## config.mk

```make
export PLATFORM = sky130hd
export DESIGN_NAME = fetch_unit
export DESIGN_NICKNAME = d
export VERILOG_FILES = /design/src/rtl/fetch_unit_pkg.sv /design/src/rtl/fetch_next_pc.sv /design/src/rtl/fetch_unit.sv
export SDC_FILE = /design/constraint.sdc
export NUM_CORES = 1
export LEC_CHECK = 0
export CORE_UTILIZATION = 46
export CTS_CLUSTER_SIZE = 25
export DETAILED_ROUTE_END_ITERATION = 16
export PLACE_DENSITY_LB_ADDON = 0.05
export SYNTH_ARGS = -nofsm -noshare
export SYNTH_HDL_FRONTEND = slang
export SYNTH_SLANG_ARGS = --single-unit
export TNS_END_PERCENT = 100
```

## constraint.sdc

```tcl
create_clock -name clock -period 3.4 [get_ports clock]
set_input_delay 0.34 -clock clock [delete_from_list [all_inputs] [get_ports clock]]
set_output_delay 0.34 -clock clock [all_outputs]
set_load 0.005 [all_outputs]
```

## src/rtl/fetch_unit_pkg.sv

```systemverilog
// fetch_unit_pkg: widths, opcodes and fetch state shared by fetch, ROM and decode.
// Opcode field is the top OPC_W bits of every instruction word.
package fetch_unit_pkg;

  localparam int PC_W_DEF      = 12;
  localparam int INSTR_W_DEF   = 32;
  localparam int MEM_DEPTH_DEF = 512;
  localparam int OPC_W         = 5;

  localparam logic [OPC_W-1:0] OP_JMP = 5'd13;
  localparam logic [OPC_W-1:0] OP_IN  = 5'd20;
  localparam logic [OPC_W-1:0] OP_HLT = 5'd21;
  localparam logic [OPC_W-1:0] OP_NOP = 5'd23;

  typedef enum logic [1:0] {
    S_RUN,
    S_WAIT_IN,
    S_HALT,
    S_FAULT
  } fetch_state_e;

  function automatic logic [OPC_W-1:0] opcode_of(
    input logic [INSTR_W_DEF-1:0] w
  );
    return w[INSTR_W_DEF-1 -: OPC_W];
  endfunction

endpackage

```

## src/rtl/fetch_next_pc.sv

```systemverilog
// fetch_next_pc: combinational next-PC select and ROM bound compare.
// Ports: pc_i current PC, redirect_i/target_i jump request, advance_i
//   sequential step, pc_d_o next PC, seq_o pc_i+1, bound_o PC at or
//   about to cross MEM_DEPTH.
module fetch_next_pc
  import fetch_unit_pkg::*;
#(
  parameter int PC_W      = PC_W_DEF,
  parameter int MEM_DEPTH = MEM_DEPTH_DEF
) (
  input  logic [PC_W-1:0] pc_i,
  input  logic            redirect_i,
  input  logic [PC_W-1:0] target_i,
  input  logic            advance_i,
  output logic [PC_W-1:0] pc_d_o,
  output logic [PC_W-1:0] seq_o,
  output logic            bound_o
);

  localparam int DW = PC_W + 1;
  localparam logic [DW-1:0] DEPTH = DW'(MEM_DEPTH);

  logic [DW-1:0] pc_ext;
  logic [DW-1:0] seq_ext;

  // One extra bit so pc+1 at the top of the PC range cannot wrap
  // past the compare.
  assign pc_ext  = {1'b0, pc_i};
  assign seq_ext = pc_ext + DW'(1);
  assign seq_o   = seq_ext[PC_W-1:0];

  assign bound_o = (pc_ext >= DEPTH) ||
                   (seq_ext == DEPTH);

  always_comb begin
    pc_d_o = pc_i;
    unique case (1'b1)
      redirect_i: pc_d_o = target_i;
      advance_i:  pc_d_o = seq_o;
      default:    pc_d_o = pc_i;
    endcase
  end

endmodule

```

## src/rtl/fetch_unit.sv

```systemverilog
// fetch_unit: PC owner and fetch/decode instruction register.
// Ports: clock/reset; pc_o/instr_i ROM; stall_i, redirect_i/target_i,
//   in_strobe_i control; ir_o/ir_valid_o/ir_pc_o/link_o to decode;
//   halted_o after HLT; fault_o sticky ROM overrun.
module fetch_unit #(
  parameter int PC_W      = fetch_unit_pkg::PC_W_DEF,
  parameter int INSTR_W   = fetch_unit_pkg::INSTR_W_DEF,
  parameter int MEM_DEPTH = fetch_unit_pkg::MEM_DEPTH_DEF,
  parameter logic [4:0] OP_IN  = fetch_unit_pkg::OP_IN,
  parameter logic [4:0] OP_HLT = fetch_unit_pkg::OP_HLT
) (
  input  logic               clock,
  input  logic               reset,
  output logic [PC_W-1:0]    pc_o,
  input  logic [INSTR_W-1:0] instr_i,
  input  logic               stall_i,
  input  logic               redirect_i,
  input  logic [PC_W-1:0]    target_i,
  input  logic               in_strobe_i,
  output logic [INSTR_W-1:0] ir_o,
  output logic               ir_valid_o,
  output logic [PC_W-1:0]    ir_pc_o,
  output logic [PC_W-1:0]    link_o,
  output logic               halted_o,
  output logic               fault_o
);

  import fetch_unit_pkg::*;

  fetch_state_e       state_q;
  logic [PC_W-1:0]    pc_q;
  logic [PC_W-1:0]    pc_d;
  logic [PC_W-1:0]    seq_pc;
  logic [INSTR_W-1:0] ir_q;
  logic [PC_W-1:0]    ir_pc_q;
  logic [PC_W-1:0]    link_q;
  logic               ir_valid_q;
  logic               halted_q;
  logic               fault_q;
  logic               pend_q;

  logic [OPC_W-1:0]   opcode;
  logic               is_hlt;
  logic               is_in;
  logic               bound;
  logic               redir;
  logic               advance;

  assign opcode = instr_i[INSTR_W-1 -: OPC_W];
  assign is_hlt = (opcode == OP_HLT);
  assign is_in  = (opcode == OP_IN);

  // A faulted fetch is dead until reset, so redirects are ignored there.
  assign redir = redirect_i && (state_q != S_FAULT);

  assign advance = (state_q == S_RUN) && !redir &&
                   !stall_i && !bound && !is_hlt;

  fetch_next_pc #(
    .PC_W      (PC_W),
    .MEM_DEPTH (MEM_DEPTH)
  ) u_next_pc (
    .pc_i       (pc_q),
    .redirect_i (redir),
    .target_i   (target_i),
    .advance_i  (advance),
    .pc_d_o     (pc_d),
    .seq_o      (seq_pc),
    .bound_o    (bound)
  );

  always_ff @(posedge clock or posedge reset) begin
    if (reset) begin
      state_q    <= S_RUN;
      pc_q       <= '0;
      ir_q       <= '0;
      ir_pc_q    <= '0;
      link_q     <= PC_W'(1);
      ir_valid_q <= 1'b0;
      halted_q   <= 1'b0;
      fault_q    <= 1'b0;
      pend_q     <= 1'b0;
    end else begin
      pc_q <= pc_d;
      if (redir) begin
        // Wrong-path HLT/IN effects are cancelled.
        state_q    <= S_RUN;
        ir_valid_q <= 1'b0;
        halted_q   <= 1'b0;
        pend_q     <= 1'b0;
      end else if (stall_i) begin
        // Everything holds, but an input strobe must not be lost.
        if (state_q == S_WAIT_IN && in_strobe_i)
          pend_q <= 1'b1;
      end else begin
        unique case (state_q)
          S_RUN: begin
            if (bound) begin
              state_q    <= S_FAULT;
              fault_q    <= 1'b1;
              ir_valid_q <= 1'b0;
            end else begin
              ir_q       <= instr_i;
              ir_pc_q    <= pc_q;
              link_q     <= seq_pc;
              ir_valid_q <= 1'b1;
              if (is_hlt) begin
                state_q  <= S_HALT;
                halted_q <= 1'b1;
              end else if (is_in) begin
                state_q  <= S_WAIT_IN;
              end
            end
          end
          S_WAIT_IN: begin
            ir_valid_q <= 1'b0;
            if (in_strobe_i || pend_q) begin
              state_q <= S_RUN;
              pend_q  <= 1'b0;
            end
          end
          S_HALT: begin
            ir_valid_q <= 1'b0;
          end
          S_FAULT: begin
            ir_valid_q <= 1'b0;
          end
        endcase
      end
    end
  end

  assign pc_o       = pc_q;
  assign ir_o       = ir_q;
  assign ir_valid_o = ir_valid_q;
  assign ir_pc_o    = ir_pc_q;
  assign link_o     = link_q;
  assign halted_o   = halted_q;
  assign fault_o    = fault_q;

endmodule

```

==> results of run 1 <==
[where the power goes]
part	leakage, nW	internal (mW)	total [mW]	switching (mW)
Combinational	1.11	1.02	1.44	0.422
Sequential	0.925	1.21	1.47	0.255
Clock	0.104	0.413	0.719	0.307
[flip-flops by register name (all words and copies together) (netlist names)]
name	count
ir_o	32
pend_q	1
pc_o	12
link_o	12
ir_valid_o	1
state_q	2
fault_o	1
ir_pc_o	12
halted_o	1
[path summary, 6_finish.rpt]
| kind | from | to | slack, ns |
|---|---|---|---|
| min in group asynchronous | reset | ir_o[9]$_DFFE_PP0P_ | 0.60 |
| hold / removal | fault_o$_DFFE_PP0P_ | fault_o$_DFFE_PP0P_ | 0.47 |
| max in group asynchronous | reset | link_o[5]$_DFFE_PP0P_ | 2.19 |
| hold reg to reg | fault_o$_DFFE_PP0P_ | fault_o$_DFFE_PP0P_ | 0.47 |
| setup reg to reg | pc_o[0]$_DFFE_PP0P_ | ir_o[30]$_DFFE_PP0P_ | 0.56 |
| setup / recovery | pc_o[0]$_DFFE_PP0P_ | ir_o[30]$_DFFE_PP0P_ | 0.56 |
[critical path: cells and delay by family, from the launching register on]
kind | cells | cell delay [ns]
AO/OA/AOI/OAI | 1 | 0.16
flip-flops | 1 | 0.58
multiplexers | 1 | 0.31
AND/OR/NAND/NOR | 4 | 1.08
buffers and inverters | 1 | 0.19
adder cells (fa/ha/maj) | 1 | 0.41
[metal layers]
metal,part of all wire (%),wire length [µm],global-route usage (%),vias to the layer above
met5,0,0,0,-
met4,1.1,89,8.51,0
met3,6.5,513,3.60,7
met2,46,3610,31.8,87
met1,46,3620,27.7,1220
li1,-,-,-,1208
[metrics by stage]
stage          utilization (%)  hold WS [ns]  power, mW  worst slack [ns]  instance area [µm²]
6_report                  68.2         0.474       3.63             0.556                 4970
4_1_cts                   68.2         0.475       3.68             0.531                 4970
2_1_floorplan                -         0.451       2.11             0.940                 3500
3_5_place_dp              65.3         0.445       2.94             0.546                 4760
5_1_grt                   68.2         0.497       3.85             0.380                 4970
3_3_place_gp              65.3         0.459       2.90             0.629                 4760
[cell families after synthesis]
logic type                 after synthesis  share of synthesized area, %
AOI/OAI and AO/OA                       44                          8.93
muxes                                   48                          20.3
xor gates and xnor gates                 6                          1.50
DFF                                     74                          52.9
buffers and inverters                   22                          4.00
and+or+nand+nor                         73                          11.4
adders and majority gates                3                          1.07
[cell type report]
| cell class | instances | share of cell area, % |
|---|---|---|
| multi-input cells | 174 | 30.5 |
| well taps | 99 | 2.49 |
| clock inverters | 4 | 1.56 |
| flip-flops and latches | 74 | 37.3 |
| repair buffers | 124 | 25.0 |
| clock buffers | 11 | 2.64 |
| inverters | 7 | 0.529 |
[cell usage in the layout, fill, tap and decap left out, types with 3 or more instances in the layout]
cell type	count
buf_4	4
nor2_1	14
mux2_4	46
ha_1	3
dfrtp_1	73
nand2b_1	3
nand2_1	18
and2_1	7
inv_1	6
o21ai_0	11
o21ai_1	5
or3_1	3
nand3_1	10
xor2_1	4
a21oi_1	7
a221o_1	5
clkbuf_8	9
clkdlybuf4s50_1	119
==> impl_summary.md, run 1 <==
STA
The post-route setup TNS is 0 ns. The total count of max-transition violations in the final report is 0. The remaining max-slew budget at the tightest pin is 38.3%. The clock tree skew after final layout is 0.00508 ns.

The setup-violating endpoint count in the final report is 0. Setup repair after global routing left no endpoint under its margin. The clock period could shrink to around 2.8 ns. The count of endpoints failing hold in the final timing report came to 0. The measured slew at the worst slew-check pin is ~0.93 ns. The achievable frequency is 0.352 GHz. In the finished design, the share of the clock period the worst path needs comes to about 84%.

Placed design
Input and output buffers added on the ports amount to 119. The placed cell count is about 480. The congestion estimate from routability-driven global placement came to 0.833. The HPWL after detailed placement is 5600 µm.

Final layout
The fill cell instance count of the final layout is 558. Leaving out filler cells and counting taps, the final layout contains 493. The storage element area is 0.00185 mm². The multi-input combinational cells in the finished layout cover a total of 0.00152 mm². In the final layout, the share of cells above drive strength 1 is approximately 19%.

The final antenna diode count is 0. At the end of the flow, the number of nets in the layout was 442. The area growth from synthesis to layout is 41.8%.

Critical path
The stage delay of the slowest cell on the critical path is 0.58 ns. The depth of the most critical reg-to-reg path is 8. The setup path with the least slack is of type reg -> reg. The required arrival time at the worst endpoint is 3.62 ns.

The kind of launch point of the worst setup path is a flip-flop. For this design, the slowest cell found on the critical path is dfrtp_1. Traced cell by cell, the critical path runs through ha_1, nand2_1, nor4b_2, a211oi_2, nor4_4, or2_1, buf_4, mux2_4. The arrival time reported for the critical path endpoint is approximately 3.1 ns. The kind of end point of the critical path is a flip-flop. Of all nets on the critical path, the largest fanout is 11.

Outcome
The run finished with clean final reports.

Yosys
The most common cell in the synthesized netlist is dfrtp_1. The cell count after synthesis is 270. In the synthesized netlist the async set-or-reset flop fraction comes to 100%. The area of the mapped netlist is 0.00350 mm².

The total of warnings raised by yosys is 0. The synthesized net count is 322. After synthesis, flip-flops and latches occupy between 50% and 60% of the total area.

The share of synthesized area in the top cell type comes to 52.1%. Synthesis instantiated a little over 50 different standard cells from the library. Yosys mapped a number of flops with a built-in enable equal to 0. By count the netlist is led by dfrtp_1 (73), mux2_4 (46), nand2_1 (18), nor2_1 (14), o21ai_0 (11). The synthesized design contains 74 register bits. dfrtp_1 takes more of the synthesized area than any other cell. The average cell area after synthesis is 13.0 µm².

The most common flop cell mapped by yosys is dfrtp_1. By area the synthesized netlist is led by dfrtp_1 (52%), mux2_4 (20%), nand2_1 (1.9%).

Drt
For this block, the via count after detailed routing is 2522. In the routed design, unresolved DRC markers number 0. The number of nets with antenna violations after routing is 0.

The total iterations of the first detailed-routing run is 4. Summed over all layers, the routed wires come to ~7800 µm. The wire length per cell is 15.9 µm.

The number of violations reported at the end of detailed-routing iteration 0 is 67. The number of vias per cell is 5.12.

Clocking
In this run, post-CTS repair resized a total of 0 instances. TritonCTS built the clock tree. The buffer count from post-CTS setup fixing is 0.

The largest buffer count on any clock path is 2. The clock tree root buffer cell is clkbuf_8. The H-tree was split into 3 levels.

The total CTS buffers is 9. Clock tree synthesis found a total of 74 sinks. After clock tree synthesis, the flow added hold-fix buffers numbering 0. The clock latency on the worst-skew pair is about 0.33 ns. Clock-pin slew was measured on the worst setup and hold paths at 0.07 ns.

Global route
Entering global routing, the biggest net connects 75 pins. The number of antenna violations at the first check in global routing was 0. The total congestion overflow after global routing is 0. Global routing used between 20 and 25% of the available tracks across all layers.

The first global-routing pass estimated 11900 µm of wire. The number of global-route vias before repair is around 2400.

Die
The area inside the core boundary is 0.00729 mm². The count of standard-cell rows is 31. The horizontal extent of the die is 89.3 µm.

The floorplan step set the die height to between 80 and 90 µm. During I/O placement, the number of pins put on the boundary was 120. Once the floorplan was initialized, standard cells occupied between 40% and 50% of the core. The die covers roughly 0.008 mm².

Power
IR analysis of the VDD net gives a maximum drop of approximately 0.35 mV. For this design the ratio of total power to cell area is 731 mW/mm². The analysis attributes to cell leakage a power of 2.14 nW.

Job
Across the run, the number of max-cap violations was 0.

Hold path
The worst min-delay path class is reg -> reg. The instance count along the most critical hold path is 1.
Power figures use the tool's default switching activity.
==> inputs of run 2 (changes only) <==
Settings changed: CORE_UTILIZATION 46 to 41.
Clock period 3.4 ns to 2.5 ns, I/O delays scaled along.
==> impl_summary.md, run 2 (same netlist as run 1, synthesis figures left out) <==
Outcome
The run finished with clean final reports.

Die
The die is 94.5 µm wide. The die area is 0.00892 mm². The die extent in y is around 94 µm.

In this run the count of I/O pins placed on the die edge is 120. The floorplan has 33 rows. The total area inside the core boundary comes to 0.00826 mm².

The initial core utilization is 42.4%.

Drt
The number of nets with antenna violations after routing is 0. The first detailed-routing pass ran for 4 iterations. For this run, design rule violations remaining after detail routing come to 0. The number of vias in the routed layout is 2635.

The number of vias per cell is 4.99. For this block, the initial DRC count from the detailed router was 69. For this block, the routed nets add up to 8250 µm of wire. In the final routed layout, each cell accounts on average for 15.6 µm.

Placed design
Routability-driven placement finished with a final weighted congestion of just over 0.8. The HPWL after detailed placement is 6020 µm. Port buffering added 119 buffers.

Global route
Across every metal layer, demand over resource in global routing totals around 19%. For this run the aggregate overflow at the end of global routing stands at 0. The global-route wire length before repair is 13000 µm.

Entering global routing, the biggest net connects 38 pins. The number of antenna violations at the first check in global routing is 0. Global routing consumed, on the met1 layer, 26.8% of the routing resources.

The met3 track utilization from global routing is 3.78%. The global-route met2 utilization is 29.2%. The number of global-route vias before repair is roughly 2500. In this run the most used layer during global routing was met2.

Critical path
The kind of launch point of the worst setup path is a flip-flop. The maximum fanout encountered on the critical timing path is 8. The category of the most critical setup path is reg -> reg. The kind of end point of the critical path is a flip-flop.

For the worst setup path, the data required time is 2.72 ns. The arrival time reported for the critical path endpoint is 2.61 ns.

Power
The leakage dissipation is 2.27 nW. For this design the ratio of total power to cell area is approximately 960 mW/mm². The worst ir drop on vdd is 0.498 mV.

STA
The total count of max-transition violations in the final report came to 0. The remaining max-slew budget at the tightest pin is 64.2%. The count of endpoints failing hold in the final timing report is 0. The post-route worst hold slack is 0.259 ns. The final critical path takes up 95.3% of the cycle. The clock tree skew after final layout is between 0.007 and 0.008 ns. The measured slew at the worst slew-check pin is 0.536 ns. The achievable frequency is about 0.42 GHz. Setup violations remaining at the end of the flow were counted as 0. After routing, the total negative slack on setup checks comes to 0 ns. Setup repair after global routing left no endpoint under its margin. Counting I/O delays and the setup requirement, the final critical path takes 2.38 ns.

Clocking
The CTS tree is done. Clock tree synthesis inserted a total of 9 buffers. After clock tree synthesis, the flow added hold-fix buffers numbering 0.

For the worst-skew pair, the clock arrives at the later sink with an insertion delay of around 0.34 ns. The largest buffer count on any clock path is 2. The maximum level of the CTS H-tree is 3.

The clock drives 74 sinks. The clock transition at the registers of the reported paths is ~0.080 ns. The clock tree root buffer cell is clkbuf_8.

Job
The max-capacitance violation count is 0.

Final layout
After the last flow step, the layout net total stands at 470. In the layout the commonest cells are clkdlybuf4s50_1 (119), dfrtp_1 (73), mux2_4 (46), buf_4 (30), nand2_1 (18). The area growth from synthesis to layout is 48.5%. The final antenna diode count is 0. The register with the most flip-flops in the layout has 32 of them. The most common cell after layout, fill and taps aside is clkdlybuf4s50_1.

In the final layout, the share of cells above drive strength 1 is 24.6%.

Hold path
The worst min-delay path class is in -> async.
-- run 2: cell types whose count changed in the layout (fill, tap and decap cells not counted), sizes merged --
| cell | change |
|---|---|
| buf | +28 |
| bufinv | -1 |
| clkbuf | -1 |
| clkinv | -1 |
| clkinvlp | +3 |
| inv | +1 |
-- run 2: path summary, 6_finish.rpt --
kind	depth (start not counted)	start	endpoint	slack [ns]
setup / recovery	7	pc_o[2]$_DFFE_PP0P_	pc_o[3]$_DFFE_PP0P_	0.12
hold / removal	2	reset	ir_o[12]$_DFFE_PP0P_	0.26
setup reg to reg	7	pc_o[2]$_DFFE_PP0P_	pc_o[3]$_DFFE_PP0P_	0.12
hold reg to reg	1	fault_o$_DFFE_PP0P_	fault_o$_DFFE_PP0P_	0.47
max in group asynchronous	3	reset	link_o[0]$_DFFE_PP1P_	1.58
min in group clock	3	target_i[11]	pc_o[11]$_DFFE_PP0P_	0.46
-- run 2: layout make-up --
| cell class | instances | area (µm²) |
|---|---|---|
| Clock buffer | 10 | 128 |
| Clock inverter | 6 | 66.3 |
| Fill cell | 681 | 3050 |
| Inverter | 7 | 26.3 |
| Multi-Input combinational cell | 174 | 1520 |
| Sequential cell | 74 | 1850 |
| Tap cell | 105 | 131 |
| Timing Repair Buffer | 152 | 1480 |
-- run 2: power breakdown --
group / leakage [nW] / switching [mW] / internal [mW] / total (mW)
Clock: 0.0889 / 0.455 / 0.463 / 0.918
Sequential: 0.925 / 0.274 / 1.65 / 1.93
Combinational: 1.25 / 0.659 / 1.48 / 2.14
-- run 2: timing repair --
item / 4_1_cts / 5_1_grt
gates resized for setup: 0 / 1
endpoints found under the setup margin: 0 / 5
setup buffers: 0 / 1
-- run 2: through the flow --
step / power (mW) / setup WS (ns) / util (%) / instance area (µm²) / std cells
6_report: 4.98 / 0.117 / 63.0 / 5200 / 528
3_3_place_gp: 4.06 / 0.202 / 60.5 / 5000 / 511
4_1_cts: 5.04 / 0.0847 / 62.8 / 5190 / 527
3_5_place_dp: 4.10 / 0.0990 / 60.5 / 5000 / 511
5_1_grt: 5.29 / 0.00227 / 63.0 / 5200 / 528
2_1_floorplan: 2.87 / 0.0396 / - / 3500 / 270
-- run 2: worst max-delay path: stages (launching register included) --
cell,delay [ns]
dfrtp_1,0.46
nand4_1,0.27
o311a_1,0.41
a211oi_2,0.31
buf_4,0.19
o41ai_2,0.08
and2_1,0.25
a221o_1,0.31
-- run 2: layer usage --
metal  wire, µm  up-vias
li1           -     1258
met5          0        -
met4        123        0
met2       3780       81
met1       3900     1288
met3        455        8
==> inputs of run 3 (changes only) <==
Settings changed: CELL_PAD_IN_SITES_DETAIL_PLACEMENT set to 0, CELL_PAD_IN_SITES_GLOBAL_PLACEMENT set to 1, CORE_UTILIZATION 41 to 32, CTS_CLUSTER_SIZE 25 to 30.
==> impl_summary.md, run 3 (same netlist as run 1, synthesis figures left out) <==
Job
Across the run, the number of max-cap violations was 0.

Global route
The number of global-route vias before repair is 2704. After global routing the overflow that remains totals 0. The global-route wire length before repair is between 10000 and 15000 µm. Global routing used 16.4% of the available tracks.

The number of antenna violations at the first check in global routing is 0. The largest net degree at the start of global routing is 49.

STA
The measured slew at the worst slew-check pin is approximately 0.5 ns. Setup violations remaining at the end of the flow were counted as 0. The share of the clock period used by the worst path after layout is 96.1%. The final critical delay including setup and external delays is 2.40 ns.

Across the routed clock network, the largest skew measured is 0.00542 ns. The total count of max-transition violations in the final report was 0. The count of endpoints failing hold in the final timing report came to 0.

Setup slack on the critical path of the routed design comes to around 0.097 ns. The achievable frequency is 0.416 GHz. The post-route setup TNS is 0 ns. Headroom to the max-slew limit came out at 66.4%.

Final layout
The post-route netlist has 26.3% of its cells at a drive strength greater than 1. From synthesis to final layout, the design area changed by 54.2%. Leaving out fill and tap cells, the most frequent cell in the layout is clkdlybuf4s50_1.

In the layout the commonest cells are clkdlybuf4s50_1 (119), dfrtp_1 (73), mux2_4 (46), buf_4 (32), nand2_1 (17). The net count of the finished layout is 477. The core utilization of the finished layout is 51.6%.

The non-filler instance count after layout is 566. The number of flip-flops in the largest register is 32. The final antenna diode count is 0.

Power
The leakage dissipation is 2.34 nW. The cell area power density is roughly 920 mW/mm². The worst ir drop on vdd is 0.361 mV.

Clocking
The sink count of the clock tree is between 70 and 80. The clock transition at the registers of the reported paths is 0.07 ns. TritonCTS built the clock tree.

The total CTS buffers is 9. The hold buffer count at CTS is 0. The clock latency on the worst-skew pair is 0.34 ns. The maximum level of the CTS H-tree is 3. The largest buffer count on any clock path is 2. The clock tree root buffer cell is clkbuf_8.

Critical path
The required arrival time at the worst endpoint is 2.73 ns. At the worst endpoint, the arrival time is 2.63 ns. The worst setup path is launched from a flip-flop. The worst setup path is captured at a flip-flop. The beginning of the worst register-to-register path is pc_o[3]$_DFFE_PP0P_. The setup path with the least slack is of type reg -> reg. The start point of the critical path is pc_o[3]$_DFFE_PP0P_. The maximum fanout encountered on the critical timing path is 6. The worst-case register-to-register setup slack is 0.1 ns.

Drt
In the routed design, unresolved DRC markers number 0. The number of vias per cell is between 4 and 5. The count of nets left with antenna violations once routing finished came out at 0.

Wires add up to 9200 µm. After detailed routing, the average wire length per cell comes to 16.3 µm. The number of violations reported at the end of detailed-routing iteration 0 is between 70 and 80. The final route contains 2688 vias.

The first TritonRoute pass finished after 4 iterations.

Placed design
The HPWL after detailed placement is between 6000 and 7000 µm. The pre-CTS setup slack is 0.0402 ns. The placed cell count is 542. The routability-driven placement congestion ratio is 0.732. Buffers placed on the I/O ports in this run total 119.

Die
In this run the horizontal extent of the chip is ~110 µm. In this run the count of I/O pins placed on the die edge is 120. The initial core utilization is 33.5%. The floorplan step defined a die boundary enclosing roughly 0.011 mm².

After floorplanning, the core was divided into 37 placement rows. The die extent in y is 107 µm. In this run the standard cell core region covers 0.0105 mm².

Hold path
In this run the worst hold path is classified as in -> async.

Outcome
The run finished with clean final reports.
-- run 3: cell count changes in the layout (fill, tap and decap cells not counted), sizes merged --
cell / delta
clkinvlp: -2
bufinv: -1
clkbuf: +5
buf: +6
clkinv: +1
inv: -2
-- run 3: routing by layer --
layer  global-route usage, %  wire length [µm]  up-vias
met2                    25.1              4250       77
li1                        -                 -     1275
met4                    7.34               134        0
met1                    22.6              4370     1326
met5                       0                 0        -
met3                    2.98               445       10
-- run 3: path summary, 6_finish.rpt --
kind / to / cells after the start
worst max register to register: ir_o[25]$_DFFE_PP0P_ / 10
worst min register to register: fault_o$_DFFE_PP0P_ / 1
min in group clock: pc_o[10]$_DFFE_PP0P_ / 3
max in group asynchronous: link_o[0]$_DFFE_PP1P_ / 3
worst max-delay path: ir_o[25]$_DFFE_PP0P_ / 10
worst min-delay path: ir_o[15]$_DFFE_PP0P_ / 2
-- run 3: timing repair --
item,in CTS,in global routing
hold endpoints to repair,0,0
gates resized for setup,0,14
setup endpoints to repair,0,46
buffers inserted,0,6
-- run 3: cell type report --
type | instances | area [µm²]
clock buffer | 14 | 153
clock inverter | 2 | 12.5
fill | 984 | 5060
inverter | 7 | 27.5
multi-input combinational | 174 | 1600
sequential | 74 | 1850
tap | 136 | 170
timing repair buffer | 159 | 1590
-- run 3: through the flow --
step | hold WS (ns) | power [mW] | area, µm²
after detailed placement | 0.445 | 4.13 | 5060
final | 0.229 | 4.98 | 5400
after global routing | 0.276 | 5.29 | 5400
after CTS | 0.229 | 4.99 | 5230
after floorplan | 0.367 | 2.87 | 3500
after global placement | 0.459 | 4.11 | 5060
-- run 3: worst max-delay path, stage by stage (launching register included) --
cell and delay (ns):
dfrtp_1 0.40, buf_4 0.17, and4_4 0.18, a2111oi_4 0.35
a31oi_4 0.09, nor4_4 0.29, buf_4 0.17, nor2_4 0.04
buf_12 0.13, clkbuf_16 0.16, mux2_4 0.29
-- run 3: where the power goes --
| group | leakage [nW] | internal [mW] | switching, mW |
|---|---|---|---|
| Clock | 0.0807 | 0.388 | 0.435 |
| Combinational | 1.34 | 1.52 | 0.708 |
| Sequential | 0.925 | 1.65 | 0.275 |
==> edit 1 (config.mk and constraints of run 2) <==
Set the package constant `PC_W_DEF` to 18 (it was 12).
--- a/src/rtl/fetch_unit_pkg.sv
+++ b/src/rtl/fetch_unit_pkg.sv
@@ -4,3 +4,3 @@
 
-  localparam int PC_W_DEF      = 12;
+  localparam int PC_W_DEF      = 18;
   localparam int INSTR_W_DEF   = 32;
Interface: changed (resized ir_pc_o, link_o, pc_o and target_i); port bits go from 120 to 144. The function was not compared with the original's and may differ.
==> edit 1 against run 2 <==
The run now ends with DRC, setup timing left; routed wire length grew 45%; count of clock-buffer cells in the layout grew 2; worst setup slack lost 0.29 ns; critical path type unchanged; non-clock buffer count grew 47; power shrank 7.4%; area after synthesis grew 24%; cell area grew 31%; sequential cell count grew 18.
==> edit 1: results (changes against run 2) <==
* Status: finished with violations
* Failing checks: DRC, setup timing
* Final weighted congestion in routability-driven placement at 0.902 (+9.6%)
* IO buf count at 143 (+20%)
* Critical Path AT at 2.93 ns (+0.32 ns)
* Detailed-route DRC error count at 2 (+2)
* Final setup viols at 71 (+71)
* Clk network pwr share at 0.240 (+0.056)
* DR iter-0 viols at 184 (+170%)
* Routed WL at 12000 µm (+45%)
* Net count after synthesis at 408 (+27%)
* PnR worst setup slack at -0.172 ns (-0.289 ns)
* Met2 wire len at 5650 µm (+50%)
* LEAKAGE at 3.00 nW (+32%)
* Area Overhead vs Synth at 57.5%
* Top post-synthesis cells by area: dfrtp_1, mux2_4, nand2_1
* Fill cells at 811 (+19%)
* Warnings from Yosys at 0 (unchanged)
* FF-to-FF End: ir_o[19]
* First-pass GRT wire length at 18000 µm (+39%)
* Insertion delay to the later sink of the worst-skew pair at 0.37 ns (+0.03 ns)
* M1 WL at 5400 µm (+39%)
* Share of cells above drive strength 1 at 0.275 (+0.0294)
* Slew HR at 0.588 (-0.0540)
* Fin Setup TNS at -8.37 ns (-8.37 ns)
* Post-DP Area at 6170 µm² (+24%)
* Comb power frac at 0.335 (-0.094)
* Minimum hold slack at 0.299 ns (+0.0406 ns)
* # resized after CTS at 11 (+11)
* Vias per Instance at 5.16 (+3.5%)
* Sw Share at 0.296 (+0.0174)
* Number of distinct library cells after synthesis at 49 (-3.9%)
* Total Nets Final at 597 (+27%)
* Commonest cells in the netlist: dfrtp_1, mux2_4, nand2_1
* Placed cell count at 649 (+27%)
* Detail Route met3 WL at 731 µm (+61%)
* Post-Layout Cell Count at 681 (+29%)
* Post CTS Setup Buffer Count at 2 (+2)
* Place WS at -0.0439 ns (-0.143 ns)
* DPL Wire Length at 8000 µm (+33%)
* Crit Path Max Fanout at 6 (-2)
* Detailed Routing Iterations Pass 1 at 10 (+6)
* GRT Util Overall at 0.211 (+0.0183)
* Vias in the first global route at 3384 (+33%)
* Syn_area_per_cell at 12.3 µm² (-5.0%)
* Seq/Total Area, Yosys at 0.532 (+0.00334)
* Pint at 3.25 mW (-9.6%)
* Worst R2R Path Depth at 9 (+2)
* Post-Route Skew at 0.00619 ns (-0.00107 ns)
edit 1: changes by cell type after synthesis, sizes merged, moves of 4 or more:
| cell | change |
|---|---|
| a221o | -4 |
| a32oi | +5 |
| and3 | +4 |
| clkbuf | +4 |
| dfrtp | +18 |
| mux2 | +6 |
| nand2 | +19 |
| nand2b | +4 |
| nand4 | +6 |
| nor2b | +16 |
| nor3 | +8 |
| o211ai | +11 |
| o21ai | -9 |
edit 1: worst max-delay path by stage:
stage / from / slack [ns] / depth (start not counted) / end
floorplan: pc_o[1] / 0.02 / 9 / ir_o[0]
global placement: pc_o[0] / 0.02 / 9 / ir_o[19]
detailed placement: pc_o[1] / -0.04 / 9 / ir_o[19]
CTS: pc_o[1] / -0.09 / 10 / ir_o[8]
global route: pc_o[2] / -0.24 / 9 / ir_pc_o[8]
finish: pc_o[2] / -0.17 / 9 / ir_o[19]
edit 1: per-layer routing:
| metal | up-vias | track usage |
|---|---|---|
| met3 | 21 | 0.0499 |
| li1 | 1638 | - |
| met1 | 1714 | 0.281 |
| met5 | - | 0 |
| met2 | 143 | 0.332 |
| met4 | 0 | 0.0855 |
edit 1: logic make-up (layout without fill, tap and decap cells):
kind of cell	count (synthesis)	count (layout)	synth area share
compound gates	47	47	0.0824
xor+xnor	6	6	0.0121
fa+ha+maj	2	2	0.00578
buf+inv	26	220	0.0350
flops	92	92	0.532
mux	53	53	0.182
simple gates	125	125	0.151
edit 1: final cells by class:
class / instances / area share
clock buffer: 12 / 0.0198
clock inverter: 4 / 0.0108
inverter: 5 / 0.00330
multi-input combinational: 233 / 0.297
sequential: 92 / 0.338
tap: 136 / 0.0250
timing repair buffer: 199 / 0.306
==> edit 2 (settings of run 2) <==
Without the edit above. Make the reset (`reset`) synchronous in one clocked block.
--- a/src/rtl/fetch_unit.sv
+++ b/src/rtl/fetch_unit.sv
@@ -71,3 +71,3 @@
 
-  always_ff @(posedge clock or posedge reset) begin
+  always_ff @(posedge clock) begin
     if (reset) begin
Behaviour: differs if reset is asserted again (counterexample within 4 cycles, from zero or initial values and one cycle with reset high); with reset held inactive, the same outputs for 4 cycles.
==> edit 2 against run 2 <==
Non-clock buffer count down 14; routed wire length down 1.4%; clock skew up 0.0047 ns; sequential cell count unchanged; cell area down 8.3%; worst setup slack better by 0.15 ns; core utilization down 0.92 points; synthesized cell count up 24%; first-iteration DRC count up 64%; area after synthesis down 7.8%; critical endpoint is now ir_o[11].
Power is not compared: it rests on default switching activity, and its combinational part moved more than twofold at a synthesized area within 25%.
==> edit 2: results (changes against run 2) <==
* CP max stage cell: a31oi_1
* Net count after synthesis at 388 (+20%)
* Worst Hold Class: input pin to flop
* Routed wire length per instance at 14.4 µm (-7.7%)
* Commonest cells in the netlist: dfxtp_1, nor2_1, mux2i_1
* Post-Route Skew at 0.0120 ns (+0.00470 ns)
* Crit Path Max Fanout at 26 (+18)
* Ys flop type: dfxtp_1
* Number of distinct library cells after synthesis at 52 (+2.0%)
* DPL Wire Length at 5640 µm (-6.5%)
* Vias at 2853 (+8.3%)
* Critical Path AT at 2.45 ns (-0.16 ns)
* Place WS at 0.184 ns (+0.0847 ns)
* Critical Path Start: pc_o[0]
* Total Nets Final at 509 (+8.3%)
* GRT Util Overall at 0.201 (+0.00843)
* Status: finished clean
* Post-Layout Cell Count at 564 (+6.8%)
* Post-DP Area at 4560 µm² (-8.8%)
* XOR/XNOR share of the synthesized area at 0.0298 (+0.0148)
* DR iter-0 viols at 113 (+64%)
* Vias in the first global route at 2796 (+10%)
* Compound-Gate Fraction of Synth Area at 0.117 (+0.0273)
* Async S/R FF share, synth at 0 (-1.00)
* Seq/Total Area, Yosys at 0.458 (-0.0704)
* Slew HR at 0.566 (-0.0759)
* Post-synthesis mux area share at 0.144 (-0.0588)
* Gate Count Post-Synth at 336 (+24%)
* Share of cells above drive strength 1 at 0.0996 (-0.146)
* Adder-Cell Fraction of Synth Area at 0.0116 (+0.000904)
* Slowest stage delay, CP at 0.36 ns (-0.10 ns)
* Largest net degree at the start of global routing at 41 (+7.9%)
edit 2: cell count changes after synthesis, moves of 14 or more:
cell / change
clkbuf_1: +14
nor2_1: +46
dfxtp_1: +74
dfrtp_1: -73
mux2i_1: +43
mux2_4: -45
edit 2: path summary, 6_finish.rpt:
check / end / slack (ns) / depth (start not counted)
worst max-delay path: ir_o[11] / 0.26 / 7
worst min-delay path: fault_o / 0.42 / 2
worst max register to register: ir_o[11] / 0.26 / 7
worst min register to register: ir_pc_o[9] / 0.47 / 1
edit 2: per-layer routing:
metal | vias to the layer above | part of all wire | track usage
met4 | 0 | 0.012 | 0.0648
met1 | 1324 | 0.46 | 0.263
met5 | - | 0 | 0
li1 | 1426 | - | -
met3 | 11 | 0.073 | 0.0648
met2 | 92 | 0.45 | 0.313
edit 2: cell type report:
type	count	area (µm²)
flip-flops and latches	74	1480
clock inverters	7	93.8
multi-input cells	231	1590
fillers	667	2910
repair buffers	138	1340
well taps	102	128
clock buffers	9	124
inverters	3	11.3
